### src/rtl/isp_pkg.sv
// isp_pkg: shared ISP definitions for colour codes, gain constants and AWB controller states.
// Latency: n/a (declarations only).
// Backpressure: n/a.
package isp_pkg;

  // Channel codes carried on the pixel tap; code 3 is a don't-care pixel.
  localparam logic [1:0] RED   = 2'd0;
  localparam logic [1:0] GREEN = 2'd1;
  localparam logic [1:0] BLUE  = 2'd2;

  // Gains are Q8.8; the WB stage only consumes bits [11:4], so 0x0FFF is the top usable value.
  localparam logic [15:0] GAIN_UNITY = 16'h0100;
  localparam logic [15:0] GAIN_MAX   = 16'h0FFF;

  typedef enum logic [2:0] {
    IDLE,
    LOAD_R,
    DIV_R,
    LOAD_B,
    DIV_B,
    UPDATE
  } awb_state_t;

endpackage

### src/rtl/seq_divider.sv
// seq_divider: unsigned restoring divider, one quotient bit per cycle, MSB first.
// Latency: start is sampled on an edge, the next W edges each retire one bit; done is high
//          in the cycle whose closing edge retires the last bit, quotient is valid after it.
// Backpressure: none; a start while running restarts with the new operands.
// Ports: clk/rst (sync, active-high); start/dividend/divisor load a division;
//        done, quotient, div_by_zero (divisor of the latest start was zero).
module seq_divider #(
  parameter int W = 36
) (
  input  logic         clk,
  input  logic         rst,
  input  logic         start,
  input  logic [W-1:0] dividend,
  input  logic [W-1:0] divisor,
  output logic         done,
  output logic [W-1:0] quotient,
  output logic         div_by_zero
);

  localparam int CW = $clog2(W + 1);

  logic [W-1:0]  rem;
  logic [W-1:0]  quo;   // dividend shifts out of the top while quotient bits shift in
  logic [W-1:0]  den;
  logic [CW-1:0] cnt;   // bits still to retire; zero when idle
  logic [W:0]    shifted;
  logic          ge;
  logic [W-1:0]  diff;

  // Partial remainder is always < den, so the trial difference fits in W bits.
  always_comb begin
    shifted = {rem, quo[W-1]};
    ge      = shifted >= {1'b0, den};
    diff    = shifted[W-1:0] - den;
  end

  assign done     = (cnt == CW'(1));
  assign quotient = quo;

  always_ff @(posedge clk) begin
    if (rst) begin
      rem         <= '0;
      quo         <= '0;
      den         <= '0;
      cnt         <= '0;
      div_by_zero <= 1'b0;
    end else if (start) begin
      rem         <= '0;
      quo         <= dividend;
      den         <= divisor;
      cnt         <= CW'(W);
      div_by_zero <= (divisor == '0);
    end else if (cnt != '0) begin
      rem <= ge ? diff : shifted[W-1:0];
      quo <= {quo[W-2:0], ge};
      cnt <= cnt - CW'(1);
    end
  end

endmodule

### src/rtl/wb_gain_ctrl.sv
// wb_gain_ctrl: gray-world AWB; accumulates R/G/B sums per frame and derives Q8.8 R/B gains vs G.
// Latency: gains update on edge E0 + 2*NUM_W + 3 after the accepted last pixel (edge E0).
// Backpressure: none; the pixel tap is never stalled, a frame end arriving while busy is
//               dropped (sums cleared) and flagged by a one-cycle ovf_o pulse.
// Ports: clk/rst (sync, active-high); awb_en_i, valid_i, color_i, value_i, last_i pixel tap;
//        K_R/K_G/K_B gains, valid_gain_o, busy_o, ovf_o status.
module wb_gain_ctrl
  import isp_pkg::*;
#(
  parameter int CNT_W        = 20,
  parameter int G_RATIO_LOG2 = 1
) (
  input  logic        clk,
  input  logic        rst,
  input  logic        awb_en_i,
  input  logic        valid_i,
  input  logic [1:0]  color_i,
  input  logic [7:0]  value_i,
  input  logic        last_i,
  output logic [15:0] K_R,
  output logic [15:0] K_G,
  output logic [15:0] K_B,
  output logic        valid_gain_o,
  output logic        busy_o,
  output logic        ovf_o
);

  localparam int SUM_W = CNT_W + 8;
  localparam int NUM_W = SUM_W + 8;

  awb_state_t       state;
  logic [SUM_W-1:0] sum_r, sum_g, sum_b;
  logic [SUM_W-1:0] add_r, add_g, add_b;
  logic [SUM_W-1:0] snap_r, snap_g, snap_b;
  logic [15:0]      gain_r_hold;   // red result parked here so both gains land together
  logic             accept;
  logic             frame_end;

  logic             div_start;
  logic [NUM_W-1:0] div_num, div_den, div_q;
  logic             div_done, div_dbz;

  function automatic logic [SUM_W-1:0] sat_add(input logic [SUM_W-1:0] s, input logic [7:0] v);
    logic [SUM_W:0] t;
    t = {1'b0, s} + (SUM_W + 1)'(v);
    return t[SUM_W] ? '1 : t[SUM_W-1:0];
  endfunction

  function automatic logic [15:0] to_gain(input logic [NUM_W-1:0] q, input logic dbz);
    if (dbz)                      return GAIN_UNITY;
    else if (q > NUM_W'(GAIN_MAX)) return GAIN_MAX;
    else                          return q[15:0];
  endfunction

  assign accept    = valid_i & awb_en_i;
  assign frame_end = accept & last_i;

  // Next accumulator values including this cycle's pixel; they hold when nothing is accepted.
  always_comb begin
    add_r = sum_r;
    add_g = sum_g;
    add_b = sum_b;
    if (accept) begin
      case (color_i)
        RED:     add_r = sat_add(sum_r, value_i);
        GREEN:   add_g = sat_add(sum_g, value_i);
        BLUE:    add_b = sat_add(sum_b, value_i);
        default: ;
      endcase
    end
  end

  // Single divider: operands are selected by which LOAD state is issuing the start.
  // Green is pre-scaled by 2^8 for Q8.8 and by 1/2^G_RATIO_LOG2 for the extra green samples.
  assign div_start = (state == LOAD_R) || (state == LOAD_B);
  assign div_num   = {{8{1'b0}}, snap_g} << (8 - G_RATIO_LOG2);
  assign div_den   = (state == LOAD_B) ? {{8{1'b0}}, snap_b} : {{8{1'b0}}, snap_r};

  seq_divider #(.W(NUM_W)) u_div (
    .clk         (clk),
    .rst         (rst),
    .start       (div_start),
    .dividend    (div_num),
    .divisor     (div_den),
    .done        (div_done),
    .quotient    (div_q),
    .div_by_zero (div_dbz)
  );

  assign K_G    = GAIN_UNITY;
  assign busy_o = (state != IDLE);

  always_ff @(posedge clk) begin
    if (rst) begin
      state        <= IDLE;
      sum_r        <= '0;
      sum_g        <= '0;
      sum_b        <= '0;
      snap_r       <= '0;
      snap_g       <= '0;
      snap_b       <= '0;
      gain_r_hold  <= GAIN_UNITY;
      K_R          <= GAIN_UNITY;
      K_B          <= GAIN_UNITY;
      valid_gain_o <= 1'b0;
      ovf_o        <= 1'b0;
    end else begin
      ovf_o <= 1'b0;

      // A frame end always restarts accumulation; its sums are kept only if the FSM is free.
      if (frame_end) begin
        sum_r <= '0;
        sum_g <= '0;
        sum_b <= '0;
        if (state == IDLE) begin
          snap_r <= add_r;
          snap_g <= add_g;
          snap_b <= add_b;
        end else begin
          ovf_o <= 1'b1;
        end
      end else begin
        sum_r <= add_r;
        sum_g <= add_g;
        sum_b <= add_b;
      end

      case (state)
        IDLE:   if (frame_end) state <= LOAD_R;
        LOAD_R: state <= DIV_R;
        DIV_R:  if (div_done) state <= LOAD_B;
        LOAD_B: begin
          // Divider still holds the red result; the new start only takes effect at this edge.
          gain_r_hold <= to_gain(div_q, div_dbz);
          state       <= DIV_B;
        end
        DIV_B:  if (div_done) state <= UPDATE;
        UPDATE: begin
          K_R          <= gain_r_hold;
          K_B          <= to_gain(div_q, div_dbz);
          valid_gain_o <= 1'b1;
          state        <= IDLE;
        end
        default: state <= IDLE;
      endcase
    end
  end

endmodule
### config.mk
export PLATFORM = sky130hd
export DESIGN_NAME = wb_gain_ctrl
export DESIGN_NICKNAME = d
export VERILOG_FILES = /design/src/rtl/isp_pkg.sv /design/src/rtl/seq_divider.sv /design/src/rtl/wb_gain_ctrl.sv
export SDC_FILE = /design/constraint.sdc
export NUM_CORES = 1
export LEC_CHECK = 0
export CAP_MARGIN = 20
export CORE_UTILIZATION = 55
export CTS_CLUSTER_DIAMETER = 30
export DETAILED_ROUTE_END_ITERATION = 7
export GPL_ROUTABILITY_DRIVEN = 0
export PLACE_DENSITY = 0.76
export SLEW_MARGIN = 20
export SYNTH_ARGS = -nofsm -noshare
export SYNTH_HDL_FRONTEND = slang
export SYNTH_SLANG_ARGS = --single-unit
### constraint.sdc
create_clock -name clk -period 3.2 [get_ports clk]
set_input_delay 0.48 -clock clk [delete_from_list [all_inputs] [get_ports clk]]
set_output_delay 0.48 -clock clk [all_outputs]
set_load 0.02 [all_outputs]
# Word level (Yosys, flattened, before mapping)

Cells that the tools add are included.
W data, S select, Z words.

Input port bits: 15
Bits in registers: 336

Reductions and logical operators: 12
$add $sub $neg: 5
Bitwise operators: 3
Mux-type cells: 22
Order comparisons: 2
Eq/ne operators: 11

Operator list:

| kind                   | number |
|---|---|
| $mux W28               | 10 |
| $add A28 B8 Y29        | 3 |
| $mux W35               | 2 |
| $ge A37 B36 Y1         | 1 |
| $gt A36 B12 Y1 const B | 1 |
| $logic_not A36 Y1      | 1 |
| $mux W36               | 1 |
| $sub A36 B36 Y36       | 1 |
| $mux W16               | 2 |
| $pmux W3 S5            | 1 |
| $mux W6                | 2 |
| $mux W3                | 3 |
| $eq A3 B2 Y1 const B   | 2 |
| $eq A3 B3 Y1 const B   | 2 |
| $eq A6 B1 Y1 const B   | 1 |
| $ne A2 B2 Y1 const B   | 3 |
| $reduce_bool A6 Y1     | 1 |
| $reduce_or A2 Y1       | 3 |
| $sub A6 B1 Y6 const B  | 1 |
| $eq A3 B1 Y1 const B   | 1 |
| $logic_not A3 Y1       | 1 |
| $reduce_and A3 Y1      | 1 |
| $reduce_bool A3 Y1     | 1 |
| $and A1 B1 Y1          | 2 |
| 8 further kinds        | 8 |

# Depth between registers and ports, before layout

Word-level depth: 4
Gate-level depth with buffers: 13
Depth with buffers taken out: 11

# By module

From an unflattened synthesis, not the netlist that was laid out.

Cell total of the unflattened synthesis: 2135
Area total of the unflattened synthesis: 17438.0 um2

By module, submodules not included:

| module       | sequential area each (um2) | cells an instance | area an instance (um2) | instances |
|---|---|---|---|---|
| wb_gain_ctrl | 4424.2                     | 1205              | 10566.4                | 1 |
| seq_divider  | 2302.2                     | 930               | 6871.6                 | 1 |

# Least setup slack after synthesis

OpenSTA, ideal clock, no wires.

Kind: input to register
Start: in value_i[0]
End: reg snap_r[7]
Cell stages on the path: 11
Slack: 57 ps
Library setup time: 137 ps
Buffers on the path: 1
Arrival time: 3006 ps
Cells stage by stage: ha_1 fa_1 a21o_1 a21oi_1 o21bai_1 a2111oi_2 or2_0 clkbuf_1 nor3_1 a211oi_1 a211oi_1

Longest elaborated chain between the ends: 4

Ends and longest elaborated chain:

| item                   | RTL line            | RTL |
|---|---|---|
| start: declaration     | wb_gain_ctrl.sv:18  | `input logic [7:0] value_i,` |
| $add A28 B8 Y29        | wb_gain_ctrl.sv:45  | `t = {1'b0, s} + (SUM_W + 1)'(v);` |
| $mux W28               | wb_gain_ctrl.sv:46  | `return t[SUM_W] ? '1 : t[SUM_W-1:0];` |
| $mux W28               | wb_gain_ctrl.sv:64  | `case (color_i)` |
| $mux W28               | wb_gain_ctrl.sv:63  | `if (accept) begin` |
| end signal: assignment | wb_gain_ctrl.sv:116 | `snap_r <= add_r;` |
| end: declaration       | wb_gain_ctrl.sv:34  | `logic [SUM_W-1:0] snap_r, snap_g, snap_b;` |

Every way passes these cells.
A chain may end at the register's enable or synchronous reset.

# Worst setup path in the final report

Start: reg u_div.den[4]
End: reg u_div.rem[34]

Longest elaborated chain between the ends: 2

Ends and longest elaborated chain:

| item                                               | RTL line                             | RTL |
|---|---|---|
| start: declaration                                 | seq_divider.sv:24                    | `logic [W-1:0] den;` |
| start signal: assignment                           | seq_divider.sv:50                    | `den <= divisor;` |
| $sub A36 B36 Y36 or $ge A37 B36 Y1 (tied branches) | seq_divider.sv:34, seq_divider.sv:33 |  |
| $mux W36 *                                         | seq_divider.sv:54                    | `rem <= ge ? diff : shifted[W-1:0];` |
| end signal: assignment                             | seq_divider.sv:54                    |  |
| end: declaration                                   | seq_divider.sv:22                    | `logic [W-1:0] rem;` |

Every way passes the cells marked *; elsewhere a longest branch is shown, timed or not.

==> results.toml <==
[synthesis]
synth_ff_type = "dfxtp_1"
syn-instance-count = 2019
synthArstFlopShare_pct = 0
synth-seq-area-share_pct = 39.9
synth_warnings = 0
synth_cell_types = 85
synth_area_leaders = "dfxtp_1, nor2_1, a21oi_1"
syn_area_per_cell_um2 = 8.15
synth_top_area_cell = "dfxtp_1"
mappedNetlistArea_mm2 = 0.0165
synth_edf_count = 0
synth.ff_latch_count = 328
yosysTopAreaCellShare_pct = 39.9

[critical_path]
arrival_ns = 3.55
setup.worst_path.start_class = "flip-flop"
path_class = "flip-flop to flip-flop"
worstPathRequired_ns = 3.68
reg2reg_slack_ns = 0.13
worst_setup_path_end_kind = "flip-flop"
worstPathMaxFanout = 6

[clock_network]
h-tree-depth = 2
cts_buffer_depth = 3
cts_root_buffer = "clkbuf_16"
cts_buffers = 60
path_clk_slew_ns = 0.05
cts.repair.resized = 0
clk_latency_ns = 0.58
holdBufCountCts = 0
cts_sinks = 328
postCtsSetupRepairBufs = 0
cts_tree = "done"

[global_routing]
gr-total-overflow = 0
antenna_found_initial = 0
grt_start_max_net_pins = 86
grt_pass1_vias = 14600
grt_pass1_wl_um = 72200
grt_util_all_layers_pct = 28.4

[sta]
max_freq_mhz = 326
layout_min_cycle_time_ns = 3.07
drv_slew = 0
final-setup-viol-count = 0
fin_crit_sh_pct = 95.8
whs_ns = 0.344
tns_ns = 0
tightest_slew_ns = 1.01
rsz0062_at_grt = "no"
finClkSkew_ns = 0.0269
timing.slew.headroom_pct = 32.0
hold_viol_final = 0

[cells_and_area]
layout-drive-gt1-share_pct = 10.8
final_cell_mix = "dfxtp_1, nor2_1, nand2_1, a21oi_1, buf_4"
mostFrequentLayoutCell = "dfxtp_1"
antenna_cells = 0
final_nets = 2161
area_growth_pct = 20.9

[routing]
wl_per_cell_um = 17.3
first_pass_iters = 5
drc = 0
drt-initial-drc-count = 1321
num_vias = 15200
viasPerCell = 6.03
final_antenna_net_count = 0
routed_wl_um = 43700

[min_path]
worst_hold_path_type = "input port to flip-flop"

[pwr]
irDropWorstVdd_mv = 0.510
power.total_mw = 16.5
power_density_mw_per_mm2 = 828
p_leak_nw = 7.50

[floorplanning]
die_w_um = 175
pin_count = 66
dieHeight_um = 175
die_area_mm2 = 0.0306
start_util_pct = 56.6
core_mm2 = 0.0291
rows = 62

[flow_run]
drv_cap = 0

[place]
portBuffers = 49
place_hpwl_um = 29300

[outcome]
status = "finished clean"
==> path summary, 6_finish.rpt <==
check / startpoint / endpoint / cells past startpoint
max reg2reg: u_div.den[4]$_SDFFE_PP0P_ / u_div.rem[34]$_SDFFE_PP0N_ / 10
min: rst / state[2]$_SDFFE_PP0P_ / 2
max: u_div.den[4]$_SDFFE_PP0P_ / u_div.rem[34]$_SDFFE_PP0N_ / 10
min reg2reg: gain_r_hold[15]$_SDFFE_PP0P_ / K_R[15]$_SDFFE_PP0N_ / 2
==> through the flow <==
stage / cell area (µm²) / setup slack [ns] / cells / utilization, %
after detailed placement: 17600 / -0.350 / 2409 / 60.6
after floorplan: 16500 / 0.0570 / 2033 / -
final: 19900 / 0.134 / 2519 / 68.4
after CTS: 19900 / 0.139 / 2519 / 68.4
after global placement: 17600 / -0.300 / 2409 / 60.6
after global routing: 19900 / 0.00681 / 2519 / 68.4
==> area by class of cell <==
class | instances | area [µm²]
multi-input combinational | 1513 | 9190
clock buffer | 68 | 1610
fill | 2298 | 9180
inverter | 48 | 180
clock inverter | 42 | 657
sequential | 328 | 6570
timing repair buffer | 136 | 1220
tap | 384 | 480
==> critical path, cell delays in order, from the launching register on <==
cell and delay (ns):
dfxtp_1 0.33, inv_1 0.06, ha_1 0.37, a21o_1 0.20, and2_4 0.16, or3_4 0.40
a2111oi_4 0.44, o31a_2 0.23, a31oi_4 0.12, or4_1 0.50, a31oi_1 0.16
==> cells in the mapped netlist, drive strengths merged (5+ instances only) <==
master / count
dfxtp: 328
nor2: 274
nand2: 206
a21oi: 164
clkbuf: 110
o21ai: 81
a211oi: 79
nor3: 65
ha: 55
mux2i: 53
inv: 48
nand3: 43
xnor2: 41
nor4: 38
xor2: 37
buf: 34
a311oi: 33
and3: 28
nand4: 24
nand3b: 23
a31oi: 20
and2: 19
a21o: 18
or3: 18
o21bai: 17
nand2b: 16
o31ai: 14
o22ai: 13
o211ai: 10
or2: 9
nor3b: 7
or4: 7
a2111oi: 6
and4: 6
nor2b: 6
o211a: 6
o21a: 6
a211o: 5
o31a: 5
==> power breakdown <==
group          switching [mW]  internal, mW
sequential              0.265          4.41
clock                    2.23          4.78
combinational            2.89          1.92
==> per-layer routing <==
metal	GRT usage [%]	routed length, µm
met1	38.1	19400
met2	46.7	20300
met3	4.03	2780
met4	9.20	1100
met5	0	0
==> cells by family after synthesis <==
kind of cell	share of synthesized area (%)
flops	39.9
fa+ha+maj	4.67
other cells	0.0456
buf+inv	4.80
mux	3.43
simple gates	22.8
compound gates	20.2
xor+xnor	4.15
No activity file was read; power rests on OpenSTA's default activity.
==> edit 1, RTL diff (config.mk and constraints unchanged) <==
Change the parameter `CNT_W` from 20 to 18.
--- a/src/rtl/wb_gain_ctrl.sv
+++ b/src/rtl/wb_gain_ctrl.sv
@@ -7,7 +7,7 @@
 module wb_gain_ctrl
   import isp_pkg::*;
 #(
-  parameter int CNT_W        = 20,
+  parameter int CNT_W        = 18,
   parameter int G_RATIO_LOG2 = 1
 ) (
   input  logic        clk,
Function: same outputs for any inputs over 4 cycles, from zero or initial values and one cycle with rst high; that may be too few to reach the edited logic, so the function may still have changed.
==> edit 1 against the original RTL <==
  * Global-route usage decreased by 0.83 points
  * Area after synthesis decreased by 8.4%
  * Die area shrank 8.3%
  * Clock power decreased by 2%
  * Combinational power shrank 4%
  * Sequential cell count fell by 18
  * Cell area down 7.3%
  * Setup slack worse by 15 ps
  * Total power is 3.2% lower
  * Synthesized cell count shrank 8.3%
  * Sequential share of layout area grew 0.63 points
  * Hold slack got worse by 22 ps
  * Routed wire length shrank 12%
==> edit 1: results <==
set metrics [dict create \
    h-tree-depth 3 \
    endpoint "u_div.rem[30]$_SDFFE_PP0N_" \
    top_layer "met4" \
    wl_met1_microns 17500 \
    cp_slowest_cell "nor4_1" \
    grt_max_degree 106 \
    leakagePower_nw 7.07 \
    drive_gt1_share_pct 11.7 \
    place_hpwl_microns 25600 \
    status "completed" \
    avgSynthCellArea_sq_um 8.14 \
    holdCritPathClass "input pin to register" \
    gr-usage-met1_pct 36.4 \
    arrival_ps 3500 \
    yosysMostFrequentCell "nor2_1" \
    p_seq_share_pct 27.9 \
    core_area_sq_um 27000 \
    dr_wl_met2_microns 17400 \
    port_buffers 49 \
    insertion_delay_ps 570 \
    drt-initial-drc-count 1107 \
    antenna_found_initial 0 \
    finalHoldViolCount 0 \
    dr.pass1.iters 7 \
    grt_pass1_vias 13200 \
    cpLargestDelayFamily "compound AO/OA/AOI/OAI gates" \
    cts_buffers 67 \
    cts.root.buffer_cell "clkbuf_16" \
    wl_met3_microns 2530 \
    clkTransAtPathRegs_ps 50 \
    finClkSkew_ps 31.1 \
    grt_pass1_wl_microns 64100 \
    via_count 13600 \
    slew_headroom_pct 29.5 \
    ir_drop_mv 0.516 \
    met2_usage_pct 43.9 \
    r2r_slack_ps 120 \
    synth_common_cells "nor2_1 (332), dfxtp_1 (310), nand2_1 (170)" \
    nets 2003 \
    p_int_w 0.0106 \
    fin_crit_sh_pct 96.3 \
    pre_cts_slack_ps -436 \
    critPathMaxFanout 24 \
    post_drt_wl_per_cell_microns 16.6 \
    ys_dominant_reg_cell "dfxtp_1" \
    reg2regPathDepth 12 \
    cts_resized 0 \
    synth-async-reset-ratio_pct 0 \
    placed_cells 2201 \
    ys_types 70 \
    nFillCells 2024 \
    yosysSeqAreaShare_pct 41.2 \
    use_met3_pct 5.37 \
    synthTopCellsByArea "dfxtp_1 (41%), nor2_1 (8.3%), a21oi_1 (5.6%), ha_1 (4.4%), nand2_1 (4.2%)" \
    track_usage_pct 27.5 \
    wl_microns 38600 \
    clock_path_buffers 3 \
    powerComb_w 0.00464 \
    crit_start "u_div.den[8]$_SDFFE_PP0P_" \
    n_antenna_cell 0 \
]
-- edit 1: cell types whose count changed after synthesis, moves of 12 or more --
cell      change
dfxtp_1      -18
clkbuf_1     -19
nor2_1       +59
nor3_1       -36
nand2_1      -36
nor4_1       -14
o22ai_1      +20
a211oi_1     -29
mux2i_1      -15
o31ai_1      -13
xnor2_1      +12
-- edit 1: metrics by stage --
stage          cell area [sq um]  setup TNS (ps)  power (W)
3_3_place_gp               16100          -19360    0.00885
4_1_cts                    18400               0     0.0159
3_5_place_dp               16100          -32790    0.00894
5_1_grt                    18500           -42.9     0.0168
6_report                   18500               0     0.0160
2_1_floorplan              15100               0    0.00799
-- edit 1: how the worst min path moves through the flow --
stage,from,end,slack [ps],cells after the start
2_1_floorplan,gain_r_hold[12]$_SDFFE_PP0P_,K_R[12]$_SDFFE_PP0N_,430,2
3_3_place_gp,gain_r_hold[14]$_SDFFE_PP0P_,K_R[14]$_SDFFE_PP0N_,440,2
3_5_place_dp,gain_r_hold[14]$_SDFFE_PP0P_,K_R[14]$_SDFFE_PP0N_,440,2
4_1_cts,rst,snap_r[24]$_SDFFE_PP0P_,300,2
5_1_grt,rst,snap_r[24]$_SDFFE_PP0P_,330,2
6_report,rst,snap_r[24]$_SDFFE_PP0P_,320,2
-- edit 1: kinds of logic after synthesis --
kind of cell	synth area share (%)
AOI/OAI and AO/OA	20.1
xor gates and xnor gates	4.82
adders and majority gates	4.93
buffers and inverters	4.67
DFF	41.2
muxes	2.52
other	0.0498
and+or+nand+nor	21.8
-- edit 1: layout make-up --
type / count / share of cell area [%]
clock inverters: 39 / 2.68
multi-input cells: 1389 / 44.7
inverters: 37 / 0.752
clock buffers: 79 / 9.70
flip-flops and latches: 310 / 33.6
well taps: 341 / 2.31
repair buffers: 126 / 6.19
==> edit 2, RTL diff (same settings) <==
Without the edit above. Register the inputs `awb_en_i`, `valid_i`, `color_i`, `value_i` and `last_i` before use. The logic sees them one clock later.
--- a/src/rtl/wb_gain_ctrl.sv
+++ b/src/rtl/wb_gain_ctrl.sv
@@ -28,6 +28,20 @@
   localparam int SUM_W = CNT_W + 8;
   localparam int NUM_W = SUM_W + 8;
 
+  logic awb_en_q;
+  logic valid_q;
+  logic [1:0] color_q;
+  logic [7:0] value_q;
+  logic last_q;
+
+  always_ff @(posedge clk) begin
+    awb_en_q <= awb_en_i;
+    valid_q  <= valid_i;
+    color_q  <= color_i;
+    value_q  <= value_i;
+    last_q   <= last_i;
+  end
+
   awb_state_t       state;
   logic [SUM_W-1:0] sum_r, sum_g, sum_b;
   logic [SUM_W-1:0] add_r, add_g, add_b;
@@ -52,8 +66,8 @@
     else                          return q[15:0];
   endfunction
 
-  assign accept    = valid_i & awb_en_i;
-  assign frame_end = accept & last_i;
+  assign accept    = valid_q & awb_en_q;
+  assign frame_end = accept & last_q;
 
   // Next accumulator values including this cycle's pixel; they hold when nothing is accepted.
   always_comb begin
@@ -61,10 +75,10 @@
     add_g = sum_g;
     add_b = sum_b;
     if (accept) begin
-      case (color_i)
-        RED:     add_r = sat_add(sum_r, value_i);
-        GREEN:   add_g = sat_add(sum_g, value_i);
-        BLUE:    add_b = sat_add(sum_b, value_i);
+      case (color_q)
+        RED:     add_r = sat_add(sum_r, value_q);
+        GREEN:   add_g = sat_add(sum_g, value_q);
+        BLUE:    add_b = sat_add(sum_b, value_q);
         default: ;
       endcase
     end
Formal check against the unedited RTL: not equivalent (Yosys sat finds a counterexample within 4 cycles, from zero or initial values and one cycle with rst high).
==> edit 2 against the original RTL <==
  * Setup slack improved by 69 ps
  * Cell area is 0.81% lower
  * Area after synthesis is 0.36% higher
  * Sequential cell count increased by 13
  * Critical path depth grew 3
  * Routed wire length is 3.9% lower
  * Clock power grew 2%
  * Total power is 0.89% higher
  * Via count shrank 3.4%
  * Die area increased by 0.36%
  * Highest routed layer unchanged
==> edit 2: results <==
set metrics [dict create \
    placed_cells 2385 \
    critPathMaxFanout 8 \
    clock_path_buffers 3 \
    cts_buffers 71 \
    cts.root.buffer_cell "clkbuf_16" \
    leakagePower_nw 7.42 \
    hold_depth 2 \
    avgSynthCellArea_sq_um 8.13 \
    pre_cts_slack_ps 171 \
    reg2regPathDepth 13 \
    nets 2142 \
    synthTopCellsByArea "dfxtp_1 (41%), nor2_1 (7.8%), nand2_1 (5.1%), a21oi_1 (5.0%), ha_1 (4.2%)" \
    place_area_sq_um 17300 \
    post_drt_wl_per_cell_microns 16.7 \
    ir_drop_mv 0.592 \
    h-tree-depth 3 \
    status "completed" \
    via_count 14700 \
    yosysSeqAreaShare_pct 41.3 \
    grt_pass1_wl_microns 69100 \
    track_usage_pct 27.2 \
    drive_gt1_share_pct 9.42 \
    dr.pass1.iters 5 \
    arrival_ps 3430 \
    n_antenna_cell 0 \
    grt_pass1_vias 14000 \
    slew_headroom_pct 38.6 \
    wl_microns 41900 \
    yosys_warnings 0 \
    synth_common_cells "nor2_1 (343), dfxtp_1 (341), nand2_1 (226)" \
    finClkSkew_ps 28.3 \
    netSwitchingFraction_pct 32.4 \
    holdCritPathClass "input pin to register" \
    drt-initial-drc-count 1174 \
    insertion_delay_ps 560 \
    place_hpwl_microns 28100 \
    port_buffers 49 \
    antenna_found_initial 0 \
    ys_dominant_reg_cell "dfxtp_1" \
    synth-async-reset-ratio_pct 0 \
    grt_max_degree 109 \
    clkTransAtPathRegs_ps 50 \
    ys_types 75 \
]
==> edit 2: changes by cell type after synthesis, moves of 11 or more <==
cell / change
nor2_1: +70
nor3_1: -34
o21ai_0: -24
xnor2_1: +22
nand2_1: +20
a311oi_1: +16
mux2i_1: -16
dfxtp_1: +13
xor2_1: -12
o21ai_1: +11
or3_1: -11
==> edit 2: worst max-delay path, cell delays in order, from the launching register on <==
cell and delay, ps:
dfxtp_1 330, ha_1 230, fa_1 410, a21o_1 210
a21oi_2 190, o21bai_1 150, a2111oi_4 370, buf_4 200
nor4_2 50, buf_4 180, nand2b_1 150, mux2i_1 190
o21ai_1 70, nor2b_1 130
==> edit 2: final timing paths <==
path,start,endpoint,slack [ps]
worst min register to register,gain_r_hold[3]$_SDFFE_PP0P_,K_R[3]$_SDFFE_PP0N_,450
worst max-delay path,value_q[0]$_DFF_P_,snap_b[27]$_SDFFE_PP0P_,200
worst min-delay path,rst,snap_r[6]$_SDFFE_PP0P_,290
worst max register to register,value_q[0]$_DFF_P_,snap_b[27]$_SDFFE_PP0P_,200
==> edit 2: power by group through the flow <==
stage	Combinational, W	Clock, W	Sequential [W]
6_report	0.00461	0.00715	0.00489
5_1_grt	0.00514	0.00746	0.00493
4_1_cts	0.00453	0.00723	0.00488
3_5_place_dp	0.00448	0	0.00495
3_3_place_gp	0.00437	0	0.00495
2_1_floorplan	0.00360	0	0.00487
==> edit 2: kinds of logic (layout without fill, tap and decap cells) <==
kind of cell	Yosys count	after routing	synth area share (%)
mux	39	39	2.38
buf+inv	196	275	5.00
fa+ha+maj	59	59	4.65
compound gates	487	487	19.4
flops	341	341	41.3
other cells	2	16	0.0455
xor+xnor	88	88	4.67
simple gates	819	819	22.6
==> edit 2: cell type report <==
| type | instances | area (sq um) |
|---|---|---|
| flip-flops and latches | 341 | 6830 |
| clock buffers | 94 | 2030 |
| fillers | 2344 | 9810 |
| clock inverters | 35 | 352 |
| repair buffers | 94 | 855 |
| multi-input cells | 1508 | 9000 |
| well taps | 390 | 488 |
| inverters | 52 | 195 |
==> edit 2: per-layer routing <==
layer | vias to the layer above | routed length [microns] | global-route usage (%)
met1 | 6941 | 18600 | 35.1
met5 | - | 0 | 0
li1 | 7215 | - | -
met3 | 108 | 2100 | 4.31
met2 | 403 | 19800 | 45.3
met4 | 0 | 1390 | 11.1
==> edit 2: what timing repair did <==
action / CTS / global route
buffers inserted: 0 / 0
endpoints found under the setup margin: 0 / 30
hold endpoints to repair: 0 / 0
gates resized for setup: 0 / 10
==> edit 2: per-stage QoR <==
step	util, %	total power [W]
finish	66.8	0.0166
global placement	58.6	0.00932
global route	66.8	0.0175
CTS	66.6	0.0166
detailed placement	58.6	0.00943
floorplan	-	0.00847
